### config.mk
export PLATFORM = sky130hd
export DESIGN_NAME = enemy_ai
export DESIGN_NICKNAME = d
export VERILOG_FILES = /design/src/rtl/enemy_ai.sv
export SDC_FILE = /design/constraint.sdc
export NUM_CORES = 1
export LEC_CHECK = 0
export CORE_MARGIN = 1
export CORE_UTILIZATION = 44
export CTS_BUF_LIST = sky130_fd_sc_hd__clkbuf_2
export DETAILED_ROUTE_END_ITERATION = 12
export PLACE_DENSITY = 0.67
export SKIP_LAST_GASP = 1
export SLEW_MARGIN = 20
export SYNTH_ARGS = -nofsm -noshare
export SYNTH_HDL_FRONTEND = slang
export SYNTH_SLANG_ARGS = --single-unit
### constraint.sdc
create_clock -name frame_clk -period 3.16 [get_ports frame_clk]
set_input_delay 0.474 -clock frame_clk [delete_from_list [all_inputs] [get_ports frame_clk]]
set_output_delay 0.474 -clock frame_clk [all_outputs]
set_load 0.02 [all_outputs]
### src/rtl/enemy_ai.sv
// rtl/enemy_ai.sv - Enemy tank AI: spawn delay, random move segments, stuck turns, timed fire.
// Optional macro ENEMY_AI_CHASE_EN steers segment-expiry picks toward the player.
`timescale 1ns/1ps
module enemy_ai #(
  parameter logic [15:0] SEED         = 16'hACE1,
  parameter logic [3:0]  DIR_INIT     = 4'b0010,
  parameter int          SPAWN_DELAY  = 60,
  parameter int          MOVE_MIN     = 16,
  parameter int          STUCK_FRAMES = 4,
  parameter int          FIRE_PERIOD  = 90
) (
  input  logic       frame_clk,
  input  logic       Reset,
  input  logic       enable,
  input  logic [9:0] TankX,
  input  logic [9:0] TankY,
  input  logic       bullet_active,
  input  logic [9:0] PlayerX,
  input  logic [9:0] PlayerY,
  output logic       move_up,
  output logic       move_down,
  output logic       move_left,
  output logic       move_right,
  output logic       fire,
  output logic [3:0] ai_dir,
  output logic [1:0] ai_state
);
  localparam logic [15:0] SEED_EFF = (SEED == 16'h0) ? 16'hACE1 : SEED;
  localparam int SPAWN_W = $clog2(SPAWN_DELAY + 32);
  localparam int SEG_W   = $clog2(MOVE_MIN + 32);
  localparam int STUCK_W = $clog2(STUCK_FRAMES + 32);
  localparam int FIRE_W  = $clog2(FIRE_PERIOD + 32);

  localparam logic [3:0] DIR_UP    = 4'b0001;
  localparam logic [3:0] DIR_DOWN  = 4'b0010;
  localparam logic [3:0] DIR_LEFT  = 4'b0100;
  localparam logic [3:0] DIR_RIGHT = 4'b1000;

  typedef enum logic [1:0] {
    SPAWN_WAIT = 2'd0,
    MOVE       = 2'd1,
    TURN       = 2'd2,
    HOLD       = 2'd3
  } state_t;

  state_t               state_q, state_d;
  logic [3:0]           dir_q, dir_d;
  logic [15:0]          lfsr_q, lfsr_d;
  logic [SPAWN_W-1:0]   spawn_cnt_q, spawn_cnt_d;
  logic [SEG_W-1:0]     seg_cnt_q, seg_cnt_d;
  logic [STUCK_W-1:0]   stuck_cnt_q, stuck_cnt_d;
  logic [FIRE_W-1:0]    fire_cnt_q, fire_cnt_d;
  logic [9:0]           prev_x_q, prev_x_d, prev_y_q, prev_y_d;
  logic [3:0]           move_q, move_d;
  logic                 fire_q, fire_d;

  logic [3:0]           rand_dir, turn_dir, expiry_dir;
  logic [SEG_W-1:0]     seg_load;
  logic                 static_pos;

  function automatic logic [3:0] rotate_cw(input logic [3:0] d);
    case (d)
      DIR_UP:    rotate_cw = DIR_RIGHT;
      DIR_RIGHT: rotate_cw = DIR_DOWN;
      DIR_DOWN:  rotate_cw = DIR_LEFT;
      default:   rotate_cw = DIR_UP;
    endcase
  endfunction

  assign rand_dir   = 4'b0001 << lfsr_q[1:0];
  assign turn_dir   = (rand_dir == dir_q) ? rotate_cw(dir_q) : rand_dir;
  assign seg_load   = SEG_W'(MOVE_MIN) + SEG_W'(lfsr_q[4:0]);
  assign static_pos = (TankX == prev_x_q) && (TankY == prev_y_q);

`ifdef ENEMY_AI_CHASE_EN
  logic [9:0] dist_x, dist_y;
  always_comb begin
    dist_x     = (PlayerX >= TankX) ? (PlayerX - TankX) : (TankX - PlayerX);
    dist_y     = (PlayerY >= TankY) ? (PlayerY - TankY) : (TankY - PlayerY);
    expiry_dir = rand_dir;
    // Vertical wins ties; a zero distance on the chosen axis keeps the random pick.
    if (lfsr_q[2]) begin
      if (dist_x > dist_y)
        expiry_dir = (PlayerX > TankX) ? DIR_RIGHT : DIR_LEFT;
      else if (dist_y != 10'd0)
        expiry_dir = (PlayerY > TankY) ? DIR_DOWN : DIR_UP;
    end
  end
`else
  logic unused_player;
  assign unused_player = ^{PlayerX, PlayerY};
  assign expiry_dir    = rand_dir;
`endif

  always_ff @(posedge frame_clk or posedge Reset) begin
    if (Reset) begin
      state_q     <= SPAWN_WAIT;
      dir_q       <= DIR_INIT;
      lfsr_q      <= SEED_EFF;
      spawn_cnt_q <= '0;
      seg_cnt_q   <= '0;
      stuck_cnt_q <= '0;
      fire_cnt_q  <= '0;
      prev_x_q    <= '0;
      prev_y_q    <= '0;
      move_q      <= '0;
      fire_q      <= 1'b0;
    end else begin
      state_q     <= state_d;
      dir_q       <= dir_d;
      lfsr_q      <= lfsr_d;
      spawn_cnt_q <= spawn_cnt_d;
      seg_cnt_q   <= seg_cnt_d;
      stuck_cnt_q <= stuck_cnt_d;
      fire_cnt_q  <= fire_cnt_d;
      prev_x_q    <= prev_x_d;
      prev_y_q    <= prev_y_d;
      move_q      <= move_d;
      fire_q      <= fire_d;
    end
  end

  always_comb begin
    state_d     = state_q;
    dir_d       = dir_q;
    lfsr_d      = lfsr_q;
    spawn_cnt_d = spawn_cnt_q;
    seg_cnt_d   = seg_cnt_q;
    stuck_cnt_d = stuck_cnt_q;
    fire_cnt_d  = fire_cnt_q;
    prev_x_d    = prev_x_q;
    prev_y_d    = prev_y_q;
    if (enable) begin
      lfsr_d   = lfsr_q[0] ? ({1'b0, lfsr_q[15:1]} ^ 16'hB400) : {1'b0, lfsr_q[15:1]};
      prev_x_d = TankX;
      prev_y_d = TankY;
      // A blocked shot parks the fire counter at zero until the bullet lands.
      if (state_q != SPAWN_WAIT) begin
        if (fire_cnt_q == '0) begin
          if (!bullet_active) fire_cnt_d = FIRE_W'(FIRE_PERIOD);
        end else begin
          fire_cnt_d = fire_cnt_q - FIRE_W'(1);
        end
      end
      case (state_q)
        SPAWN_WAIT: begin
          if (spawn_cnt_q == SPAWN_W'(SPAWN_DELAY - 1)) begin
            state_d    = MOVE;
            seg_cnt_d  = seg_load;
            fire_cnt_d = FIRE_W'(FIRE_PERIOD);
          end else begin
            spawn_cnt_d = spawn_cnt_q + SPAWN_W'(1);
          end
        end
        MOVE: begin
          stuck_cnt_d = static_pos ? (stuck_cnt_q + STUCK_W'(1)) : '0;
          if (static_pos && (stuck_cnt_q == STUCK_W'(STUCK_FRAMES - 1))) begin
            state_d     = TURN;
            stuck_cnt_d = '0;
          end else if (seg_cnt_q == '0) begin
            state_d     = HOLD;
            dir_d       = expiry_dir;
            stuck_cnt_d = '0;
          end else begin
            seg_cnt_d = seg_cnt_q - SEG_W'(1);
          end
        end
        TURN: begin
          state_d   = MOVE;
          dir_d     = turn_dir;
          seg_cnt_d = seg_load;
        end
        HOLD: begin
          state_d   = MOVE;
          seg_cnt_d = seg_load;
        end
        default: state_d = SPAWN_WAIT;
      endcase
    end
  end

  always_comb begin
    move_d = 4'b0000;
    fire_d = 1'b0;
    if (enable) begin
      if (state_d == MOVE) move_d = dir_d;
      fire_d = (state_q != SPAWN_WAIT) && (fire_cnt_q == '0) && !bullet_active;
    end
  end

  assign move_up    = move_q[0];
  assign move_down  = move_q[1];
  assign move_left  = move_q[2];
  assign move_right = move_q[3];
  assign fire       = fire_q;
  assign ai_dir     = dir_q;
  assign ai_state   = state_q;

endmodule

After elaboration in Yosys (flattened, before gate mapping)
Index checks and enable logic that the tools add are counted.
Storage, ports and cells
  bits in registers: 73
  input bits: 44
  output and inout port bits: 11
  logic and storage cells: 74
Cells by class
  $add $sub $neg: 5
  eq/ne operators: 15
  shifts and indexed selects: 1
  muxes and demuxes: 27
  bitwise gates (word level): 2
  reductions and logical operators: 13
Operators by type and width (count)
  $mux W6: 6
  $mux W7: 5
  $mux W4: 6
  $eq A10 B10 Y1: 2
  $pmux W6 S3: 1
  $mux W16: 1
  $pmux W4 S3: 1
  $mux W2: 4
  $pmux W4 S2: 1
  $add A7 B1 Y7 const B: 1
  $eq A7 B6 Y1 const B: 1
  $logic_not A7 Y1: 1
  $sub A7 B1 Y7 const B: 1
  $add A5 B5 Y6 const A: 1
  $add A6 B1 Y6 const B: 1
  $eq A6 B2 Y1 const B: 1
  $logic_not A6 Y1: 1
  $ne A2 B2 Y1 const B: 3
  $pmux W2 S3: 1
  $sub A6 B1 Y6 const B: 1
  $eq A2 B1 Y1 const B: 2
  $eq A2 B2 Y1 const B: 2
  $eq A4 B1 Y1 const B: 1
  $eq A4 B2 Y1 const B: 1
  14 further kinds: 17

Logic depth before layout (Yosys ltp)
Gate-level depths: netlist of the first run.
  word-level depth: 9
  depth in mapped cells: 9
  gate-level depth less buffers: 8

Worst setup path after synthesis of the first run
No wires, ideal clock.
  kind: register to register
  from: register seg_cnt_q[0]
  to: register move_q[1]
  setup time: 0.132 ns
  data arrival time: 2.061 ns
  path slack: 0.966 ns
  cell stages (with the launch flop): 9
  buffers on the path: 0
  clock period less this slack: 2.194 ns
  path through: dfrtp_1 > inv_1 > ha_1 > or3b_4 > nor3_4 > o211ai_2 > a41o_1 > a221o_1 > nor3b_2
RTL lines
  from (decl): RTL line 50  | logic [SEG_W-1:0] seg_cnt_q, seg_cnt_d;
  from (signal assigned): RTL line 113  | seg_cnt_q <= seg_cnt_d;
  $logic_not A6 Y1: RTL line 160  | end else if (seg_cnt_q == '0) begin
  $mux W4: RTL line 160
  $mux W4: RTL line 157  | if (static_pos && (stuck_cnt_q == STUCK_W'(STUCK_FRAMES - 1))) begin
  $pmux W4 S2: RTL line 145  | case (state_q)
  $mux W4: RTL line 133  | if (enable) begin
  net dir_d[1]: RTL line 47  | logic [3:0] dir_q, dir_d;
  $mux W4: RTL line 186  | if (state_d == MOVE) move_d = dir_d;
  $mux W4: RTL line 185  | if (enable) begin
  net move_d[1]: RTL line 54  | logic [3:0] move_q, move_d;
  to (signal assigned): RTL line 118  | move_q <= move_d;
  to (decl): RTL line 54
The timed path passes the listed nets, and every way through them passes these cells.
A chain may end at the register's enable or synchronous reset.

Worst setup path after layout of the first run
Same ends and word-level chain as after synthesis.

==> impl_metrics.csv, run 1 <==
group,metric,value,unit
pwr,p_leak,0.001746,uW
clocking,cts_buffers,9,
route,dr.pass1.iters,4,
clocking,cts.repair.resized,0,
floorplanning,die-area,8930,um^2
route,drtAntennaViolNets,0,
grt,grt_first_pass_wirelength,12550,um
worst_setup_path,endpoint_kind,"flop",
clocking,clk_pin_slew,0.22,ns
worst_setup_path,cp_top_family,"simple AND/OR/NAND/NOR gates",
timing,fmaxAchievable,400.8,MHz
floorplanning,die_w,94.50,um
job,max-cap-violations,0,
floorplanning,ios,55,
timing,hold_viol,0,
clocking,clk-insertion-delay-late,0.52,ns
timing,finalMaxSlewViolations,0,
worst_setup_path,path_cells,"inv_1, ha_1, or3b_4, nor3_4, o211ai_2, a41o_1, a221o_1, nor3b_2",
synth,synth_fp_nets,397,
synth,synthDistinctLibCells,56,
timing,max_slew_margin,0.5559,
hold_path,hold_path_class,"input pin to async pin",
final_layout,multi_input_area,1833,um^2
worst_setup_path,worstPathMaxFanout,8,
worst_setup_path,slowest_delay,0.46,ns
timing,setup_tns,0,ns
timing,timing.final.crit_share,0.7896,
synth,synthFlopType,"dfrtp_1",
placed_design,port_buffers,34,
synth,synthCells,345,
floorplanning,fp.dieH,94.50,um
worst_setup_path,slowest_stage,"dfrtp_1",
pwr,peakVddDrop,0.0002568,V
clocking,holdBufCountCts,0,
timing,rsz0062_at_grt,"no",
grt,antenna_found_initial,0,
final_layout,regArea,1838,um^2
clocking,postCtsSetupRepairBufs,0,
timing,min_period,2.495,ns
timing,setup_viol,0,
floorplanning,start_util,0.4559,
grt,grt_pass1_vias,2742,
timing,clock-skew-final,0.02474,ns
status,status,"finished clean",
final_layout,drive_above_1_share,0.1933,
final_layout,antenna_cells,0,
floorplanning,core-area,8258,um^2
synth,synth_area_per_cell,10.91,um^2
synth,async_flop_share,1.000,
route,vias,2773,
synth,syn_area,3765,um^2
grt,overflow,0,
placed_design,dp_slack,0.4980,ns
clocking,tritoncts,"done",
grt,grt_max_degree,74,
synth,synth_edf_count,0,
synth,ys_ff_latch,73,
route,routed_wl,7112,um
final_layout,nNetsFinal,435,
final_layout,area_growth,15.62,%
clocking,clockRootBuffer,"clkbuf_2",
final_layout,final_common_cell,"dfrtp_1",
timing,worstMarginPinSlew,0.6611,ns
floorplanning,num_rows,33,
worst_setup_path,critPathKind,"flop to flop",
clocking,cts-htree-levels,3,
worst_setup_path,arrival,2.91,ns
clocking,clockBufferDepth,2,
synth,seq_area_frac_synth,0.4882,
placed_design,dp_hpwl,4879,um
route,vias_per_cell,5.625,
route,wl_per_cell,14.43,um
route,drc,0,
final_layout,final_cell_mix,"dfrtp_1, mux2_2, clkdlybuf4s50_1",
final_layout,fillerInstances,743,
clocking,cts_num_sinks,73,
placed_design,place_congestion,0.8215,
pwr,p_per_area,711.8,nW/um^2
worst_setup_path,rrSetupSlack,0.66,ns
synth,synth_warnings,0,
pwr,power.total,3099,uW
timing,setup_slack,0.6650,ns
route,detail_route.iter0.violations,158,
worst_setup_path,startpoint_type,"flop",
worst_setup_path,path_buf_inv,1,
worst_setup_path,required,3.57,ns
grt,grt_use_total,0.1807,
## worst reg2reg max path, delay by kind of cell (launching register included)
kind / cells / cell delay (ns)
flip-flops: 1 / 0.46
adder cells (fa/ha/maj): 1 / 0.18
AO/OA/AOI/OAI: 3 / 0.79
buffers and inverters: 1 / 0.09
AND/OR/NAND/NOR: 3 / 0.87
## cell families (layout without fill, tap and decap cells)
group	Yosys count	in the layout	share of synthesized area
buf+inv	24	67	0.02493
fa+ha+maj	8	8	0.02659
simple gates	108	108	0.1625
compound gates	68	68	0.1260
xor+xnor	29	29	0.06747
flops	73	73	0.4882
mux	35	35	0.1044
## area by class of cell
type	count	share of cell area
sequential	73	0.4222
timing repair buffer	40	0.09026
tap	105	0.03018
clock buffer	10	0.01150
multi-input combinational	248	0.4211
clock inverter	6	0.01523
inverter	11	0.009485
## cell usage after synthesis (2+ instances only)
cell type	n	area [um^2]
nand3_1	15	75.07
o31ai_1	8	60.06
nor4bb_1	2	20.02
nand2b_1	3	18.77
xor2_1	3	26.28
a31oi_1	3	18.77
and2_1	2	12.51
o21bai_1	2	15.01
o21ai_0	13	65.06
nor3_1	14	70.07
mux2_2	34	382.9
or3_1	8	50.05
buf_1	2	7.510
nand4_1	9	56.30
o32ai_1	2	17.52
a22o_1	2	17.52
dfstp_2	9	236.5
ha_1	8	100.1
o211ai_1	3	22.52
inv_1	10	37.54
clkbuf_1	10	37.54
nand2_1	16	60.06
a22oi_1	3	22.52
xnor2_1	26	227.7
and3_1	2	12.51
o311ai_0	2	17.52
a21o_1	3	22.52
nor2b_1	3	18.77
nor3b_1	6	45.04
a221o_1	5	50.05
dfrtp_1	64	1602
a21oi_1	13	65.06
nor2_1	17	63.81
## registers in the layout, indices dropped and copies added (netlist names)
register     count
ai_dir           4
ai_state         2
fire             1
fire_cnt_q       7
lfsr_q          16
move_q           4
prev_x_q        10
prev_y_q        10
seg_cnt_q        6
spawn_cnt_q      7
stuck_cnt_q      6
## metrics by stage
step / area, um^2 / utilization / instances / hold WS (ns)
detailed placement: 4237 / 0.5130 / 477 / 0.4713
floorplan: 3765 / - / 345 / 0.4456
finish: 4353 / 0.5271 / 493 / 0.3108
CTS: 4353 / 0.5271 / 493 / 0.2921
global placement: 4237 / 0.5130 / 477 / 0.4649
global route: 4353 / 0.5271 / 493 / 0.3184
## path summary, 6_finish.rpt
path | start | endpoint | depth (start not counted)
setup / recovery | seg_cnt_q[0] | move_q[1] | 8
hold / removal | Reset | spawn_cnt_q[5] | 3
setup reg to reg | seg_cnt_q[0] | move_q[1] | 8
hold reg to reg | spawn_cnt_q[5] | spawn_cnt_q[5] | 1
max in group asynchronous | Reset | lfsr_q[0] | 3
min in group frame_clk | enable | move_q[1] | 3
## routing by layer
layer / wire length (um) / GRT usage / part of all wire / vias up
met3: 250 / 0.02979 / 0.035 / 13
met1: 3349 / 0.2339 / 0.47 / 1347
met5: 0 / 0 / 0 / -
met4: 134 / 0.07702 / 0.019 / 0
met2: 3377 / 0.2995 / 0.47 / 55
li1: - / - / - / 1358
## where the power goes
part	leakage [uW]	internal, uW	switching (uW)
Sequential	0.000879	1230	257
Combinational	0.000801	535	544
Clock	0.0000666	188	347
(Power assumes the default switching activity.)
==> inputs of run 2 (changes only) <==
Clock period 3.16 ns to 2.5 ns, I/O delays scaled along.
==> run 2 against run 1 <==
Global-route usage is 0.62 points higher. Die area stayed put. Worst hold slack worse by 0.094 ns. Register-to-register slack worse by 0.58 ns. Wire length is 4.8% higher.
==> impl_metrics.csv, run 2 (synthesized netlist as in run 1, its figures left out) <==
group,metric,value,unit
status,status,"finished clean",
final_layout,fin_util,0.5380,
route,detail_route.iter0.violations,219,
worst_setup_path,critPathKind,"flop to flop",
route,drtAntennaViolNets,0,
timing,timing.final.crit_share,0.9668,
worst_setup_path,worstPathMaxFanout,5,
route,vias_per_cell,5.597,
final_layout,largest_reg_flops,16,
timing,setup_viol,0,
final_layout,multi_input_area,1842,um^2
final_layout,area_growth,18.01,%
floorplanning,num_rows,33,
floorplanning,core-area,8258,um^2
worst_setup_path,required,2.93,ns
worst_setup_path,r2r_cells,8,
clocking,holdBufCountCts,0,
clocking,clk-insertion-delay-late,0.52,ns
worst_setup_path,rrSetupSlack,0.08,ns
grt,grt_pass1_vias,2841,
route,drc,0,
timing,fmaxAchievable,413.7,MHz
floorplanning,die_w,94.50,um
grt,grt_max_degree,74,
timing,max_slew_margin,0.5332,
timing,min_period,2.417,ns
final_layout,fillerInstances,763,
timing,clock-skew-final,0.03684,ns
clocking,tritoncts,"done",
final_layout,final_cell_mix,"dfrtp_1, mux2_2, clkdlybuf4s50_1",
timing,worstMarginPinSlew,0.6948,ns
grt,grt_use_total,0.1869,
route,vias,2804,
final_layout,nNetsFinal,443,
timing,finalMaxSlewViolations,0,
route,routed_wl,7456,um
placed_design,dp_hpwl,5135,um
final_layout,regArea,1838,um^2
floorplanning,die-area,8930,um^2
grt,overflow,0,
placed_design,dp.cells,484,
grt,antenna_found_initial,0,
final_layout,antenna_cells,0,
placed_design,place_congestion,0.7887,
clocking,cts-htree-levels,3,
floorplanning,start_util,0.4559,
timing,hold_viol,0,
final_layout,drive_above_1_share,0.2197,
route,dr.pass1.iters,4,
clocking,clockRootBuffer,"clkbuf_2",
worst_setup_path,startpoint_type,"flop",
hold_path,hold_path_class,"input pin to async pin",
final_layout,final_common_cell,"dfrtp_1",
route,wl_per_cell,14.88,um
floorplanning,ios,55,
worst_setup_path,rr_startpoint,"seg_cnt_q[0]",
clocking,clockBufferDepth,2,
worst_setup_path,endpoint_kind,"flop",
placed_design,dpl_cell_area,4289,um^2
grt,grt_first_pass_wirelength,13010,um
clocking,cts_buffers,9,
placed_design,port_buffers,34,
job,max-cap-violations,0,
clocking,clk_pin_slew,0.23,ns
clocking,cts_num_sinks,73,
pwr,peakVddDrop,0.0003793,V
floorplanning,fp.dieH,94.50,um
pwr,p_per_area,919.7,nW/um^2
final_layout,fin_area,4443,um^2
final_layout,largest_register,"lfsr_q",
final_layout,instances_no_fill,501,
worst_setup_path,worstReg2RegEnd,"seg_cnt_q[5]",
pwr,p_leak,0.001803,uW
worst_setup_path,arrival,2.85,ns
final_layout,biggestRegsByFlops,"lfsr_q: 16 flops, prev_x_q: 10 flops, prev_y_q: 10 flops",
[run 2: timing repair]
action	4_1_cts	5_1_grt
endpoints found under the hold margin	0	0
endpoints found under the setup margin	0	5
resized for setup	0	3
buffers inserted	0	1
[run 2: metrics by stage]
step                power [uW]  setup TNS, ns  hold WS [ns]  setup WS [ns]
CTS                       4097              0        0.2241        0.04318
global placement          3258              0        0.4630        0.02982
floorplan                 2883              0        0.4456         0.2866
global route              4388      -0.006152        0.2332      -0.006152
finish                    4086              0        0.2168        0.08292
detailed placement        3320              0        0.4832        0.01515
[run 2: power breakdown]
part | internal [uW] | total (uW) | switching, uW
sequential | 1550 | 1880 | 333
clock | 332 | 768 | 437
combinational | 711 | 1430 | 723
[run 2: how the worst max path moves through the flow]
stage                     slack, ns           end  cells past startpoint         start
final                          0.08  seg_cnt_q[5]                      8  seg_cnt_q[0]
after global routing         -0.006  seg_cnt_q[5]                      8  seg_cnt_q[0]
after CTS                      0.04  seg_cnt_q[5]                      8  seg_cnt_q[0]
after detailed placement       0.02     move_q[1]                      7      TankY[2]
after global placement         0.03     move_q[1]                      7      TankY[1]
after floorplan                0.29     ai_dir[0]                      1         Reset
[run 2: final cells by class]
cell class	count	area share
inverters	11	0.009293
well taps	105	0.02957
multi-input cells	248	0.4145
flip-flops and latches	73	0.4137
clock inverters	7	0.02084
repair buffers	48	0.1019
clock buffers	9	0.01014
[run 2: metal layers]
layer | up-vias | track usage | share of wire | wire [um]
li1 | 1364 | - | - | -
met1 | 1379 | 0.2459 | 0.47 | 3481
met2 | 55 | 0.3074 | 0.49 | 3630
met3 | 6 | 0.03221 | 0.037 | 275
met4 | 0 | 0.07323 | 0.0091 | 68
met5 | - | 0 | 0 | 0
[run 2: critical path, stage by stage (launching register included)]
cell,delay [ns]
dfrtp_1,0.45
inv_2,0.06
ha_2,0.20
or3b_4,0.26
nor3_4,0.05
buf_4,0.16
or4_2,0.63
o211ai_1,0.17
or3b_1,0.35
==> inputs of run 3 (changes only) <==
Settings changed: GPL_TIMING_DRIVEN set to 0.
==> run 3 against run 2 <==
Final cell count increased by 0.40%. Critical path depth unchanged. Register-to-register slack about the same. Critical path type unchanged. Critical endpoint is now move_q[2]. Largest power group unchanged. Highest routed layer unchanged.
==> impl_metrics.csv, run 3 (synthesized netlist as in run 1, its figures left out) <==
group,metric,value,unit
status,status,"finished clean",
timing,max_slew_margin,0.5608,
final_layout,antenna_cells,0,
timing,hold_viol,0,
final_layout,largest_reg_flops,16,
final_layout,final_common_cell,"dfrtp_1",
route,vias,2831,
route,vias_per_cell,5.628,
grt,grt_first_pass_wirelength,12490,um
pwr,swShare,0.3735,
clocking,clockRootBuffer,"clkbuf_2",
timing,clock-skew-final,0.02649,ns
final_layout,fin_area,4417,um^2
worst_setup_path,path_buf_inv,1,
route,detail_route.iter0.violations,119,
floorplanning,ios,55,
clocking,cts-htree-levels,3,
final_layout,drive_above_1_share,0.1985,
pwr,clkPwrFrac,0.162,
final_layout,fin_util,0.5348,
grt,grt_use_total,0.1793,
floorplanning,start_util,0.4559,
worst_setup_path,slowest_delay,0.45,ns
timing,fmaxAchievable,412.4,MHz
worst_setup_path,required,2.88,ns
pwr,internal_power,2466,uW
route,drc,0,
grt,overflow,0,
hold_path,hold_path_class,"input pin to async pin",
floorplanning,num_rows,33,
route,drtAntennaViolNets,0,
placed_design,dp_hpwl,5323,um
floorplanning,die-area,8930,um^2
pwr,pwr-share-comb,0.374,
timing,min_period,2.425,ns
timing,setup_viol,0,
final_layout,area_growth,17.31,%
pwr,p_sw,1470,uW
pwr,p_leak,0.001760,uW
timing,timing.final.crit_share,0.9699,
clocking,cts_num_sinks,73,
worst_setup_path,slowest_stage,"dfrtp_1",
worst_setup_path,endpoint_kind,"flop",
floorplanning,die_w,94.50,um
clocking,cts_buffers,9,
final_layout,final_cell_mix,"dfrtp_1, mux2_2, clkdlybuf4s50_1",
placed_design,dp_slack,-0.1765,ns
route,wl_per_cell,14.57,um
worst_setup_path,startpoint_type,"flop",
timing,setup_slack,0.07534,ns
job,max-cap-violations,0,
grt,grt_pass1_vias,2708,
worst_setup_path,worstPathMaxFanout,6,
pwr,peakVddDrop,0.0003227,V
clocking,tritoncts,"done",
route,routed_wl,7331,um
grt,grt_max_degree,39,
final_layout,largest_register,"lfsr_q",
timing,rsz0062_at_grt,"yes",
worst_setup_path,cp_top_family,"simple AND/OR/NAND/NOR gates",
final_layout,nNetsFinal,445,
floorplanning,core-area,8258,um^2
grt,antenna_found_initial,0,
clocking,clk_pin_slew,0.21,ns
clocking,clockBufferDepth,2,
clocking,clk-insertion-delay-late,0.51,ns
worst_setup_path,arrival,2.80,ns
timing,finalMaxSlewViolations,0,
final_layout,biggestRegsByFlops,"lfsr_q: 16 flops, prev_x_q: 10 flops, prev_y_q: 10 flops",
placed_design,dpl_cell_area,4249,um^2
placed_design,place_congestion,0.8190,
pwr,p_per_area,891.2,nW/um^2
timing,worstMarginPinSlew,0.6538,ns
pwr,seq_power_share,0.464,
route,dr.pass1.iters,4,
placed_design,port_buffers,33,
floorplanning,fp.dieH,94.50,um
worst_setup_path,path_cells,"inv_2, ha_4, or3b_4, nor3_4, o211ai_2, a41o_1, a221o_1, nor3b_1",
worst_setup_path,critPathKind,"flop to flop",
[run 3: cell types whose count changed in the layout (fill, tap and decap cells not counted), moves of 2 or more]
cell / previous run / this run
buf_1: 0 / 2
buf_4: 13 / 4
clkbuf_1: 0 / 9
clkbuf_2: 9 / 11
clkinvlp_4: 0 / 2
[run 3: power groups by stage]
stage | Combinational, uW | Sequential [uW] | Clock, uW
after floorplan | 1080 | 1800 | 0
after global placement | 1380 | 1830 | 0
final | 1470 | 1830 | 637
after CTS | 1430 | 1820 | 658
after detailed placement | 1420 | 1850 | 0
after global routing | 1640 | 1880 | 716
[run 3: final cells by class]
| cell class | count | area [um^2] |
|---|---|---|
| clock buffers | 10 | 50.05 |
| flip-flops and latches | 73 | 1838 |
| repair buffers | 37 | 372.9 |
| fillers | 758 | 3841 |
| clock inverters | 6 | 58.81 |
| inverters | 11 | 43.79 |
| multi-input cells | 248 | 1868 |
| plain buffers | 13 | 53.80 |
| well taps | 105 | 131.4 |
[run 3: final timing paths]
path / start / endpoint / slack (ns) / depth (start not counted)
max: seg_cnt_q[0] / move_q[2] / 0.08 / 8
min: Reset / prev_x_q[0] / 0.20 / 2
max reg2reg: seg_cnt_q[0] / move_q[2] / 0.08 / 8
min reg2reg: spawn_cnt_q[5] / spawn_cnt_q[5] / 0.50 / 1
max in group asynchronous: Reset / ai_dir[1] / 1.67 / 3
min in group frame_clk: enable / fire_cnt_q[2] / 0.37 / 4
[run 3: worst reg2reg max path, stage by stage (launching register included)]
cell      delay (ns)
dfrtp_1         0.45
inv_2           0.09
ha_4            0.14
or3b_4          0.41
nor3_4          0.31
o211ai_2        0.10
a41o_1          0.27
a221o_1         0.38
nor3b_1         0.15
[run 3: through the flow]
step,power (uW),instances,hold WS [ns],setup TNS (ns)
after floorplan,2883,345,0.4456,0
after global placement,3212,483,0.4671,-60.40
after detailed placement,3270,484,0.4641,-0.7562
after CTS,3909,500,0.1952,0
after global routing,4234,503,0.2259,-0.04534
final,3936,503,0.1980,0
[run 3: timing repair]
item                       CTS  global route
hold buffers                 0             0
setup endpoints to repair    0             5
resized for setup            0            10
setup buffers                0             3
[run 3: layer usage]
metal / GRT usage / wire length (um) / up-vias
met5: 0 / 0 / -
met4: 0.07449 / 108 / 0
met3: 0.03221 / 364 / 10
met2: 0.2905 / 3519 / 83
met1: 0.2371 / 3339 / 1373
li1: - / - / 1365
